## config.mk

```make
export PLATFORM = sky130hd
export DESIGN_NAME = comp_nbit_seq
export DESIGN_NICKNAME = d
export VERILOG_FILES = /design/src/rtl/comp_nbit_seq_pkg.sv /design/src/rtl/comp_nbit_seq_slice.sv /design/src/rtl/comp_nbit_seq.sv
export SDC_FILE = /design/constraint.sdc
export NUM_CORES = 1
export LEC_CHECK = 0
export BUFFER_PORTS_ARGS = -buffer_cell sky130_fd_sc_hd__buf_2
export CORE_MARGIN = 2
export CORE_UTILIZATION = 45
export CTS_CLUSTER_DIAMETER = 200
export DETAILED_ROUTE_END_ITERATION = 10
export PLACE_DENSITY_LB_ADDON = 0.05
export SLEW_MARGIN = 20
export SYNTH_ARGS = -nofsm -noshare
export SYNTH_HDL_FRONTEND = slang
export SYNTH_SLANG_ARGS = --single-unit
```

## constraint.sdc

```tcl
create_clock -name clk -period 5.1 [get_ports clk]
set_input_delay 1.02 -clock clk [delete_from_list [all_inputs] [get_ports clk]]
set_output_delay 1.02 -clock clk [all_outputs]
set_load 0.02 [all_outputs]
```

## src/rtl/comp_nbit_seq_pkg.sv

```systemverilog
// Purpose : shared types and defaults for the sequential N-bit magnitude comparator.
// Latency : n/a (types, constants and a width helper only).
// Backpressure: n/a.
package comp_pkg;

    typedef enum logic {IDLE, CMP} comp_state_t;

    typedef enum logic [1:0] {CMP_LT, CMP_EQ, CMP_GT} cmp_res_t;

    localparam int DEF_WIDTH = 16;
    localparam int DEF_SLICE = 2;

    // Slice index register width; kept at least 1 bit so NS == 1 still has a legal vector.
    function automatic int idx_width(input int ns);
        return (ns > 1) ? $clog2(ns) : 1;
    endfunction

endpackage

```

## src/rtl/comp_nbit_seq_slice.sv

```systemverilog
// Purpose : combinational compare of one SLICE-bit slice pair, optional MSB flip for signed top slice.
// Latency : 0 cycles (pure combinational).
// Backpressure: none.
// Ports   : x, y - slice bits of A and B; inv_msb - flip MSB of both (offset binary); res - LT/EQ/GT.
module comp_slice
    import comp_pkg::*;
#(
    parameter int SLICE = 2
) (
    input  logic [SLICE-1:0] x,
    input  logic [SLICE-1:0] y,
    input  logic             inv_msb,
    output cmp_res_t         res
);

    logic [SLICE-1:0] w_msk;
    logic [SLICE-1:0] w_x;
    logic [SLICE-1:0] w_y;

    always_comb begin
        w_msk          = '0;
        w_msk[SLICE-1] = inv_msb;
        // Flipping the sign bit maps two's complement onto an unsigned order.
        w_x = x ^ w_msk;
        w_y = y ^ w_msk;
        if (w_x > w_y)      res = CMP_GT;
        else if (w_x < w_y) res = CMP_LT;
        else                res = CMP_EQ;
    end

endmodule

```

## src/rtl/comp_nbit_seq.sv

```systemverilog
// Purpose : multi-cycle WIDTH-bit magnitude comparator, MSB slice first, early exit on first difference.
// Latency : done k+1 cycles after start is accepted (k = slices examined, 1..NS).
// Backpressure: start is ignored (not queued) while busy; accepted again in the done cycle.
// Ports   : clk, rst_n (async active-low); start/sgn/a/b request; busy/done status;
//           g/e/l result flags and cnt (slices examined), held until the next done.
module comp_nbit_seq
    import comp_pkg::*;
#(
    parameter  int WIDTH = DEF_WIDTH,
    parameter  int SLICE = DEF_SLICE,
    localparam int NS    = WIDTH / SLICE,
    localparam int CW    = $clog2(NS + 1)
) (
    input  logic             clk,
    input  logic             rst_n,
    input  logic             start,
    input  logic             sgn,
    input  logic [WIDTH-1:0] a,
    input  logic [WIDTH-1:0] b,
    output logic             busy,
    output logic             done,
    output logic             g,
    output logic             e,
    output logic             l,
    output logic [CW-1:0]    cnt
);

    localparam int             IW      = idx_width(NS);
    localparam logic [IW-1:0] TOP_IDX = IW'(NS - 1);
    localparam logic [CW-1:0] NS_CNT  = CW'(NS);

    comp_state_t      r_state;
    logic [WIDTH-1:0] r_a;
    logic [WIDTH-1:0] r_b;
    logic             r_sgn;
    logic [IW-1:0]    r_idx;
    logic [CW-1:0]    r_k;
    logic             r_busy;
    logic             r_done;
    logic             r_g;
    logic             r_e;
    logic             r_l;
    logic [CW-1:0]    r_cnt;

    logic [SLICE-1:0] w_xs;
    logic [SLICE-1:0] w_ys;
    logic             w_inv;
    cmp_res_t         w_res;

    assign w_xs  = r_a[int'(r_idx) * SLICE +: SLICE];
    assign w_ys  = r_b[int'(r_idx) * SLICE +: SLICE];
    // Only the slice holding the sign bit needs the offset-binary flip.
    assign w_inv = r_sgn && (r_idx == TOP_IDX);

    comp_slice #(
        .SLICE   (SLICE)
    ) u_slice (
        .x       (w_xs),
        .y       (w_ys),
        .inv_msb (w_inv),
        .res     (w_res)
    );

    always_ff @(posedge clk or negedge rst_n) begin
        if (!rst_n) begin
            r_state <= IDLE;
            r_a     <= '0;
            r_b     <= '0;
            r_sgn   <= 1'b0;
            r_idx   <= '0;
            r_k     <= '0;
            r_busy  <= 1'b0;
            r_done  <= 1'b0;
            r_g     <= 1'b0;
            r_e     <= 1'b0;
            r_l     <= 1'b0;
            r_cnt   <= '0;
        end else begin
            r_done <= 1'b0;
            case (r_state)
                IDLE: begin
                    if (start) begin
                        r_a     <= a;
                        r_b     <= b;
                        r_sgn   <= sgn;
                        r_idx   <= TOP_IDX;
                        r_k     <= '0;
                        r_busy  <= 1'b1;
                        r_state <= CMP;
                    end
                end
                CMP: begin
                    if (w_res != CMP_EQ) begin
                        r_g     <= (w_res == CMP_GT);
                        r_l     <= (w_res == CMP_LT);
                        r_e     <= 1'b0;
                        r_cnt   <= r_k + 1'b1;
                        r_done  <= 1'b1;
                        r_busy  <= 1'b0;
                        r_state <= IDLE;
                    end else if (r_idx == '0) begin
                        r_g     <= 1'b0;
                        r_l     <= 1'b0;
                        r_e     <= 1'b1;
                        r_cnt   <= NS_CNT;
                        r_done  <= 1'b1;
                        r_busy  <= 1'b0;
                        r_state <= IDLE;
                    end else begin
                        r_idx <= r_idx - 1'b1;
                        r_k   <= r_k + 1'b1;
                    end
                end
                default: r_state <= IDLE;
            endcase
        end
    end

    assign busy = r_busy;
    assign done = r_done;
    assign g    = r_g;
    assign e    = r_e;
    assign l    = r_l;
    assign cnt  = r_cnt;

endmodule
```

==> impl_metrics.csv, run 1 <==
group,metric,value,unit
place,post-place-ws,2050,ps
place,port_buffers,44,
sta,fin_crit_sh,59.2,%
cells_and_area,mostFrequentLayoutCells,"dfrtp_1 (50), buf_2 (43), mux2_2 (34)",
synthesis,syn_avg_cell_area,14.0,um2
sta,setup_viol,0,
pwr,internal_power,1.17,mW
synthesis,synth_area_leaders,"dfrtp_1 (53%), mux2_2 (16%), mux4_2 (7.6%)",
synthesis,yosys.area.top_type_share,52.6,%
cells_and_area,fill_cells,456,
sta,min_period,3020,ps
worst_setup_path,critical_path_class,"reg2reg",
route,firstDrtPassIters,4,
route,initialDrtViolationCount,70,
sta,drv_slew,0,
route,drt_wl_total,4290,um
synthesis,ys_dominant_reg_cell,"dfrtp_1",
route,wl_per_cell,15.2,um
route,post_drt_via_cell_ratio,5.18,
global_routing,grt_first_pass_wirelength,7590,um
global_routing,grt_use_total,16.2,%
sta,clock_skew,11.2,ps
die,fp.dieH,76.7,um
clock_network,cts_tree,"yes",
clock_network,cts_repair_resize_count,0,
die,initial_utilization,46.6,%
die,num_rows,26,
pwr,p_comb_share,43.0,%
sta,rsz0062_at_grt,"false",
cells_and_area,area_growth,16.1,%
place,globalplace.congestion,0.812,
clock_network,cts_hold_buf,0,
synthesis,yosysWarningCount,0,
synthesis,yosys.area.top_type,"dfrtp_1",
sta,hold_violations,0,
worst_setup_path,worst_setup_path_end_kind,"register",
synthesis,synthCells,170,
global_routing,overflow,0,
global_routing,grt_max_degree,51,
sta,setup_slack,2080,ps
route,antenna_left,0,
worst_setup_path,cp-start-kind,"register",
clock_network,post_cts_buffers,0,
pwr,netSwitchingPower,602,uW
sta,fmax,331,MHz
synthesis,synth.distinct_cells,36,
worst_setup_path,cp_max_fo,12,
run,maxCapViolations,0,
worst_setup_path,arrival,3220,ps
sta,slew_headroom,56.6,%
global_routing,antenna_found_initial,0,
clock_network,max-clock-path-buffers,2,
pwr,switching_share,34.0,%
place,hpwl,3090,um
die,die_w,76.7,um
pwr,power_leakage,1.27,nW
route,num_vias,1467,
global_routing,grt_pass1_vias,1643,
worst_setup_path,required,5300,ps
synthesis,netlist_area,0.00238,mm2
pwr,peakVddDrop,0.303,mV
pwr,p_clk_share,18.6,%
clock_network,clk-insertion-delay-late,300,ps
hold_path,hp-class,"reg2reg",
cells_and_area,nNetsFinal,254,
synthesis,syn_nets,212,
die,io_pins,45,
pwr,power.density,640,mW/mm2
clock_network,htree_levels,2,
outcome,status,"finished clean",
route,drc_errors,0,
synthesis,synth-async-reset-ratio,100,%
synthesis,synth_enable_flop_cells,0,
clock_network,clock-sinks,50,
die,die_area,0.00589,mm2
synthesis,ys_ff_latch,50,
clock_network,clkTransAtPathRegs,100,ps
clock_network,cts_root_buffer,"clkbuf_8",
cells_and_area,insertedDiodeCount,0,
clock_network,cts_made_buffers,5,
cells_and_area,layout_commonest_cell,"dfrtp_1",
pwr,seqPwrFrac,38.5,%
cells_and_area,drive_gt1_share,48.4,%
sta,worst_slew_pin_slew,652,ps
sta,finalSetupTns,0,ps
synthesis,yosysSeqAreaShare,52.6,%
die,core,0.00511,mm2
-- worst max-delay path, cell delays in order (launching register included) --
cell      delay (ps)
dfrtp_1          770
mux4_2           590
xor2_1           150
nand2_1           60
o21ai_0           80
ha_1             320
and2_1           220
and3_4           290
nand2b_4         180
inv_2             60
o22a_1           190
-- cell usage after synthesis, drive strengths merged, types with 3 or more instances --
library cell	instances
dfrtp	50
mux2	35
nand2	9
buf	8
mux4	8
ha	6
inv	5
o21ai	5
xor2	5
a21oi	4
xnor2	4
nand2b	3
nand4	3
nor2	3
nor3	3
-- power groups by stage --
stage | registers (mW) | clock network [mW] | logic [mW]
global placement | 0.688 | 0 | 0.738
finish | 0.681 | 0.328 | 0.760
CTS | 0.685 | 0.342 | 0.766
global route | 0.706 | 0.355 | 0.835
floorplan | 0.675 | 0 | 0.634
detailed placement | 0.693 | 0 | 0.764
-- cell type report --
cell class | count | area, um2 | area share, %
clock inverters | 3 | 68.8 | 2.49
multi-input cells | 105 | 1040 | 37.5
clock buffers | 5 | 68.8 | 2.49
inverters | 5 | 18.8 | 0.679
flip-flops and latches | 50 | 1250 | 45.3
well taps | 70 | 87.6 | 3.17
repair buffers | 45 | 230 | 8.33
-- per-layer routing --
| layer | up-vias | track usage, % | routed length, um |
|---|---|---|---|
| met2 | 33 | 26.6 | 2190 |
| met3 | 5 | 4.82 | 177 |
| li1 | 691 | - | - |
| met5 | - | 0 | 0 |
| met1 | 738 | 20.1 | 1870 |
| met4 | 0 | 6.36 | 51 |
-- state kept, by name, indices dropped and copies added (netlist names) --
name     flops
r_a         16
r_b         16
cnt          4
r_k          4
r_idx        3
busy         1
done         1
e            1
g            1
l            1
r_sgn        1
r_state      1
-- final timing paths --
kind,startpoint,slack (ps),end,cells past startpoint
worst min-delay path,cnt[2]$_DFFE_PN0P_,490,cnt[2]$_DFFE_PN0P_,1
worst max-delay path,r_idx[0]$_DFFE_PN0P_,2080,cnt[3]$_DFFE_PN0P_,10
max in group asynchronous,rst_n,3950,r_idx[2]$_DFFE_PN0P_,1
worst min register to register,cnt[2]$_DFFE_PN0P_,490,cnt[2]$_DFFE_PN0P_,1
min in group asynchronous,rst_n,730,cnt[3]$_DFFE_PN0P_,1
worst max register to register,r_idx[0]$_DFFE_PN0P_,2080,cnt[3]$_DFFE_PN0P_,10
-- kinds of logic (layout without fill, tap and decap cells) --
kind of cell / count (synthesis) / after routing / synth area share [%]
AND/OR/NAND/NOR: 25 / 25 / 5.99
XOR/XNOR: 9 / 9 / 3.31
flip-flops: 50 / 50 / 52.6
buffers and inverters: 15 / 58 / 3.94
multiplexers: 45 / 45 / 25.1
AO/OA/AOI/OAI: 20 / 20 / 5.89
adder cells (fa/ha/maj): 6 / 6 / 3.15
-- per-stage QoR --
stage / cell area, um2 / hold slack [ps] / util, % / std cells / power (mW)
detailed placement: 2620 / 471 / 51.3 / 275 / 1.46
global route: 2760 / 513 / 54.1 / 283 / 1.90
floorplan: 2380 / 475 / - / 170 / 1.31
finish: 2760 / 493 / 54.1 / 283 / 1.77
global placement: 2620 / 472 / 51.3 / 275 / 1.43
CTS: 2760 / 500 / 54.0 / 283 / 1.79
(Power assumes the default switching activity.)
==> run 2: changes to the inputs <==
==> constraint.sdc (replaced) <==
create_clock -name clk -period 2.9 [get_ports clk]
set_input_delay 0.58 -clock clk [delete_from_list [all_inputs] [get_ports clk]]
set_output_delay 0.58 -clock clk [all_outputs]
set_load 0.02 [all_outputs]
==> run 2 against run 1 <==
Core utilization decreased by 0.64 points. Routed wire length rose by 2.1%. Clock power grew 24%. Combinational power is 79% higher. Sequential power up 75%. Die area stayed put. Global-route usage grew 0.35 points. Non-clock buffer count rose by 2.
==> impl_metrics.csv, run 2 (synthesis results as in run 1) <==
group,metric,value,unit
route,firstDrtPassIters,4,
cells_and_area,nNetsFinal,256,
global_routing,overflow,0,
cells_and_area,top_regs,"r_a (16), r_b (16)",
sta,worst_slew_pin_slew,595,ps
global_routing,grt_max_degree,35,
worst_setup_path,cp-start-kind,"register",
route,antenna_left,0,
cells_and_area,area_growth,14.7,%
clock_network,htree_levels,2,
sta,setup_viol,0,
worst_setup_path,cp_max_fo,8,
global_routing,grt_pass1_vias,1593,
die,initial_utilization,46.6,%
worst_setup_path,required,3090,ps
sta,slew_headroom,60.4,%
pwr,total_power,2.96,mW
place,hpwl,3310,um
global_routing,grt_first_pass_wirelength,7670,um
sta,setup_slack,208,ps
die,core,0.00511,mm2
cells_and_area,fin_cells,285,
worst_setup_path,arrival,2880,ps
sta,finalSetupTns,0,ps
sta,fmax,372,MHz
sta,hold_violations,0,
sta,drv_slew,0,
pwr,switching_share,35.6,%
pwr,peakVddDrop,0.469,mV
die,fp.dieH,76.7,um
place,placed_cell_area,0.00264,mm2
cells_and_area,mostFrequentLayoutCells,"dfrtp_1 (49), buf_2 (44), mux2_2 (34)",
clock_network,cts_tree,"yes",
place,port_buffers,44,
cells_and_area,layout_commonest_cell,"dfrtp_1",
pwr,seqPwrFrac,40.3,%
route,wl_per_cell,15.4,um
worst_setup_path,critPathMaxStageDelay,520,ps
pwr,power.density,1090,mW/mm2
sta,fin_crit_sh,92.8,%
clock_network,cts_hold_buf,0,
die,die_w,76.7,um
sta,min_period,2690,ps
hold_path,hp-class,"in2async",
pwr,p_clk_share,13.7,%
die,num_rows,26,
die,die_area,0.00589,mm2
cells_and_area,finalInstanceArea,0.00273,mm2
pwr,internal_power,1.91,mW
clock_network,clkTransAtPathRegs,90,ps
outcome,status,"finished clean",
route,drc_errors,0,
clock_network,cts_root_buffer,"clkbuf_8",
route,drt_wl_total,4380,um
place,globalplace.congestion,0.824,
worst_setup_path,cp_cell_sequence,"buf_4 -> mux4_2 -> nor2_1 -> a21oi_1 -> ha_1 -> and2_1 -> and3_4 -> nand2b_4 -> inv_2 -> o22a_1",
clock_network,clk-insertion-delay-late,290,ps
place,post-place-ws,130,ps
clock_network,max-clock-path-buffers,2,
global_routing,grt_use_total,16.5,%
clock_network,clock-sinks,50,
pwr,p_comb_share,46.0,%
die,io_pins,45,
cells_and_area,drive_gt1_share,48.8,%
worst_setup_path,worst_setup_path_end_kind,"register",
pwr,power_leakage,1.26,nW
route,initialDrtViolationCount,115,
run,maxCapViolations,0,
pwr,netSwitchingPower,1.06,mW
clock_network,cts_made_buffers,5,
global_routing,antenna_found_initial,0,
place,dp.cells,277,
sta,rsz0062_at_grt,"false",
worst_setup_path,crit_slowest_cell,"mux4_2",
cells_and_area,insertedDiodeCount,0,
sta,clock_skew,4.79,ps
worst_setup_path,critical_path_class,"reg2reg",
route,num_vias,1467,
route,post_drt_via_cell_ratio,5.15,
run 2: worst paths after layout:
path,from,endpoint,slack [ps],cells after the start
min reg2reg,cnt[0]$_DFFE_PN0P_,cnt[0]$_DFFE_PN0P_,490,1
max,r_idx[0]$_DFFE_PN0P_,cnt[3]$_DFFE_PN0P_,210,10
min,rst_n,cnt[2]$_DFFE_PN0P_,270,1
min in group clk,cnt[0]$_DFFE_PN0P_,cnt[0]$_DFFE_PN0P_,490,1
max in group asynchronous,rst_n,r_idx[0]$_DFFE_PN0P_,1870,2
max reg2reg,r_idx[0]$_DFFE_PN0P_,cnt[3]$_DFFE_PN0P_,210,10
run 2: layout make-up:
type,count,area [um2]
Multi-Input combinational cell,105,1040
Clock inverter,1,5.00
Tap cell,70,87.6
Clock buffer,7,86.3
Inverter,5,18.8
Timing Repair Buffer,47,243
Fill cell,461,2380
Sequential cell,50,1250
run 2: worst max-delay path: cells and delay by family, from the launching register on:
family                     cells  cell delay, ps
buffers and inverters          2             270
adders and majority gates      1             320
and+or+nand+nor                4             790
AOI/OAI and AO/OA              2             230
DFF                            1             450
muxes                          1             520
run 2: power groups by stage:
stage                     clock network (mW)  registers (mW)  logic [mW]
final                                  0.406            1.19        1.36
after global placement                     0            1.20        1.31
after CTS                              0.421            1.20        1.38
after detailed placement                   0            1.22        1.37
after floorplan                            0            1.19        1.12
after global routing                   0.452            1.24        1.50
run 2: timing repair:
item	in CTS	in global routing
setup buffers	0	0
setup endpoints to repair	0	3
resized for setup	0	1
hold endpoints to repair	0	0
run 2: metal layers:
| layer | track usage, % | routed length [um] |
|---|---|---|
| met1 | 21.2 | 1950 |
| met2 | 28.1 | 2220 |
| met3 | 3.29 | 146 |
| met4 | 5.64 | 61 |
| met5 | 0 | 0 |
run 2: stage by stage:
stage	hold slack (ps)	utilization, %
2_1_floorplan	284	-
3_3_place_gp	471	51.6
3_5_place_dp	471	51.6
4_1_cts	290	53.4
5_1_grt	314	53.5
6_report	271	53.5
==> run 3: changes to the inputs <==
--- a/config.mk
+++ b/config.mk
@@ -14,4 +14,5 @@
 export SLEW_MARGIN = 20
 export SYNTH_ARGS = -nofsm -noshare
 export SYNTH_HDL_FRONTEND = slang
+export SYNTH_HIERARCHICAL = 1
 export SYNTH_SLANG_ARGS = --single-unit
==> run 3 against run 2 <==
Worst setup slack worse by 120 ps. Critical path depth up 2. Flip-flop and latch count unchanged. Global-route usage up 0.86 points. Combinational power up 40%. Final cell count up 27%. First-iteration DRC count down 64%. Clock skew up 7.3 ps. Maximum frequency down 4.2%.
==> impl_metrics.csv, run 3 <==
group,metric,value,unit
outcome,status,"finished clean",
cells_and_area,mostFrequentLayoutCells,"nand2_1 (102), dfrtp_1 (50), buf_2 (44)",
place,post-place-ws,-27.7,ps
cells_and_area,drive_gt1_share,30.2,%
synthesis,yosysWarningCount,6,
sta,setup_slack,91.0,ps
synthesis,syn_nets,275,
synthesis,synth_area_leaders,"dfrtp_1 (53%), nand2_1 (16%), mux4_1 (8.9%)",
pwr,power.density,1190,mW/mm2
worst_setup_path,required,3070,ps
synthesis,synth-async-reset-ratio,100,%
sta,worst_slew_pin_slew,483,ps
global_routing,grt_use_total,17.4,%
die,io_pins,45,
worst_setup_path,critical_path_class,"reg2reg",
route,post_drt_via_cell_ratio,4.81,
sta,drv_slew,0,
pwr,netSwitchingPower,1.30,mW
cells_and_area,area_growth,23.8,%
global_routing,overflow,0,
worst_setup_path,worst_setup_path_end_kind,"register",
clock_network,cts_made_buffers,5,
pwr,power_leakage,1.57,nW
clock_network,htree_levels,2,
die,num_rows,26,
cells_and_area,fill_cells,475,
cells_and_area,top_regs,"r_a (16), r_b (16)",
route,firstDrtPassIters,4,
pwr,peakVddDrop,0.560,mV
route,initialDrtViolationCount,41,
sta,clock_skew,12.1,ps
pwr,internal_power,2.18,mW
hold_path,hp-class,"in2async",
run,maxCapViolations,0,
sta,min_period,2810,ps
worst_setup_path,cp_cell_sequence,"buf_12 -> mux4_2 -> mux2_4 -> xor2_2 -> ha_1 -> nand2_2 -> a21boi_4 -> buf_6 -> nor2b_4 -> nand3_2 -> buf_6 -> mux2i_1",
clock_network,cts_hold_buf,0,
place,globalplace.congestion,0.768,
worst_setup_path,arrival,2980,ps
synthesis,yosys-top-cells-count,"nand2_1 (103), dfrtp_1 (50), inv_1 (10)",
cells_and_area,insertedDiodeCount,0,
worst_setup_path,crit_slowest_cell,"mux4_2",
clock_network,clock-sinks,50,
route,antenna_left,0,
worst_setup_path,path_buf_inv,3,
pwr,p_comb_share,54.5,%
worst_setup_path,critPathMaxStageDelay,500,ps
global_routing,antenna_found_initial,0,
cells_and_area,finalInstanceArea,0.00293,mm2
die,die_area,0.00586,mm2
synthesis,netlist_area,0.00237,mm2
sta,fin_crit_sh,96.9,%
sta,hold_violations,0,
synthesis,ys_dominant_reg_cell,"dfrtp_1",
pwr,p_clk_share,11.9,%
synthesis,synth_enable_flop_cells,0,
place,hpwl,3340,um
sta,slew_headroom,67.8,%
clock_network,clk-insertion-delay-late,300,ps
route,drc_errors,0,
synthesis,yosys.area.top_type_share,52.9,%
synthesis,synth.most_common_cell,"nand2_1",
synthesis,yosys.area.top_type,"dfrtp_1",
synthesis,synth.distinct_cells,33,
die,core,0.00511,mm2
route,num_vias,1736,
global_routing,grt_first_pass_wirelength,8080,um
worst_setup_path,cp-start-kind,"register",
synthesis,yosysSeqAreaShare,52.9,%
synthesis,syn_avg_cell_area,10.2,um2
route,drt_wl_total,4640,um
die,fp.dieH,76.5,um
clock_network,cts_root_buffer,"clkbuf_8",
cells_and_area,nNetsFinal,332,
synthesis,synthCells,233,
pwr,switching_share,37.4,%
die,initial_utilization,46.3,%
worst_setup_path,critical_path.most_common_cell,"buf_6",
clock_network,max-clock-path-buffers,2,
die,die_w,76.5,um
place,placed_cell_area,0.00273,mm2
global_routing,grt_pass1_vias,1710,
worst_setup_path,path_delay_family,"multiplexers",
place,port_buffers,44,
cells_and_area,layout_commonest_cell,"nand2_1",
worst_setup_path,cp_max_fo,6,
sta,fmax,356,MHz
clock_network,cts_tree,"yes",
route,wl_per_cell,12.9,um
sta,setup_viol,0,
global_routing,grt_max_degree,36,
pwr,seqPwrFrac,33.6,%
clock_network,clkTransAtPathRegs,100,ps
synthesis,ys_ff_latch,50,
## run 3: changes by cell type in the layout (fill, tap and decap cells not counted), sizes merged, moves of 4 or more
cell / delta
mux2: -30
buf: +15
inv: +5
nor2b: +4
nand2: +94
## run 3: path summary, 6_finish.rpt
path | to | slack (ps) | startpoint | depth (start not counted)
setup / recovery | r_k[3]$_DFFE_PN0P_ | 90 | r_idx[0]$_DFFE_PN0P_ | 12
hold / removal | r_k[0]$_DFFE_PN0P_ | 220 | rst_n | 1
setup reg to reg | r_k[3]$_DFFE_PN0P_ | 90 | r_idx[0]$_DFFE_PN0P_ | 12
hold reg to reg | r_sgn$_DFFE_PN0P_ | 470 | r_sgn$_DFFE_PN0P_ | 2
max in group asynchronous | r_b[6]$_DFFE_PN0P_ | 1930 | rst_n | 2
min in group clk | r_a[6]$_DFFE_PN0P_ | 460 | a[6] | 3
## run 3: metal layers
layer / global-route usage, % / vias up / routed length [um]
li1: - / 880 / -
met1: 24.0 / 822 / 2200
met2: 28.1 / 29 / 2270
met3: 3.67 / 5 / 129
met4: 4.91 / 0 / 38
met5: 0 / - / 0
## run 3: final cells by class
cell class                      instances  area, um2  share of cell area [%]
Inverter                               10       37.5                    1.28
Sequential cell                        50       1250                    42.7
Clock inverter                          1       5.00                   0.171
Multi-Input combinational cell        161       1080                    36.8
Clock buffer                            7       86.3                    2.95
Tap cell                               70       87.6                    2.99
Timing Repair Buffer                   62        383                    13.1
## run 3: power groups by stage
stage,Clock [mW],Combinational [mW],Sequential [mW]
global placement,0,1.43,1.18
finish,0.415,1.90,1.17
detailed placement,0,1.43,1.17
floorplan,0,0.943,1.16
global route,0.464,2.08,1.21
CTS,0.429,1.58,1.17
## run 3: stage by stage
stage               instances  power, mW  hold slack (ps)  TNS, ps  util, %
floorplan                 233       2.11              284        0        -
global placement          348       2.60              450        0     53.4
detailed placement        348       2.61              455    -34.4     53.4
CTS                       356       3.18              234    -4.86     55.8
global route              361       3.75              254    -6.54     57.4
finish                    361       3.48              222        0     57.4
## run 3: timing repair
action                                  4_1_cts  5_1_grt
gates cloned                                  0        0
gates resized for setup                       9       14
endpoints found under the setup margin       11       11
pin swaps                                     2        4
setup buffers                                 0        5
## run 3: kinds of logic after synthesis
kind of cell / share of synthesized area [%]
buf+inv: 4.23
compound gates: 5.55
flops: 52.9
mux: 12.9
simple gates: 20.1
fa+ha+maj: 3.17
xor+xnor: 1.11
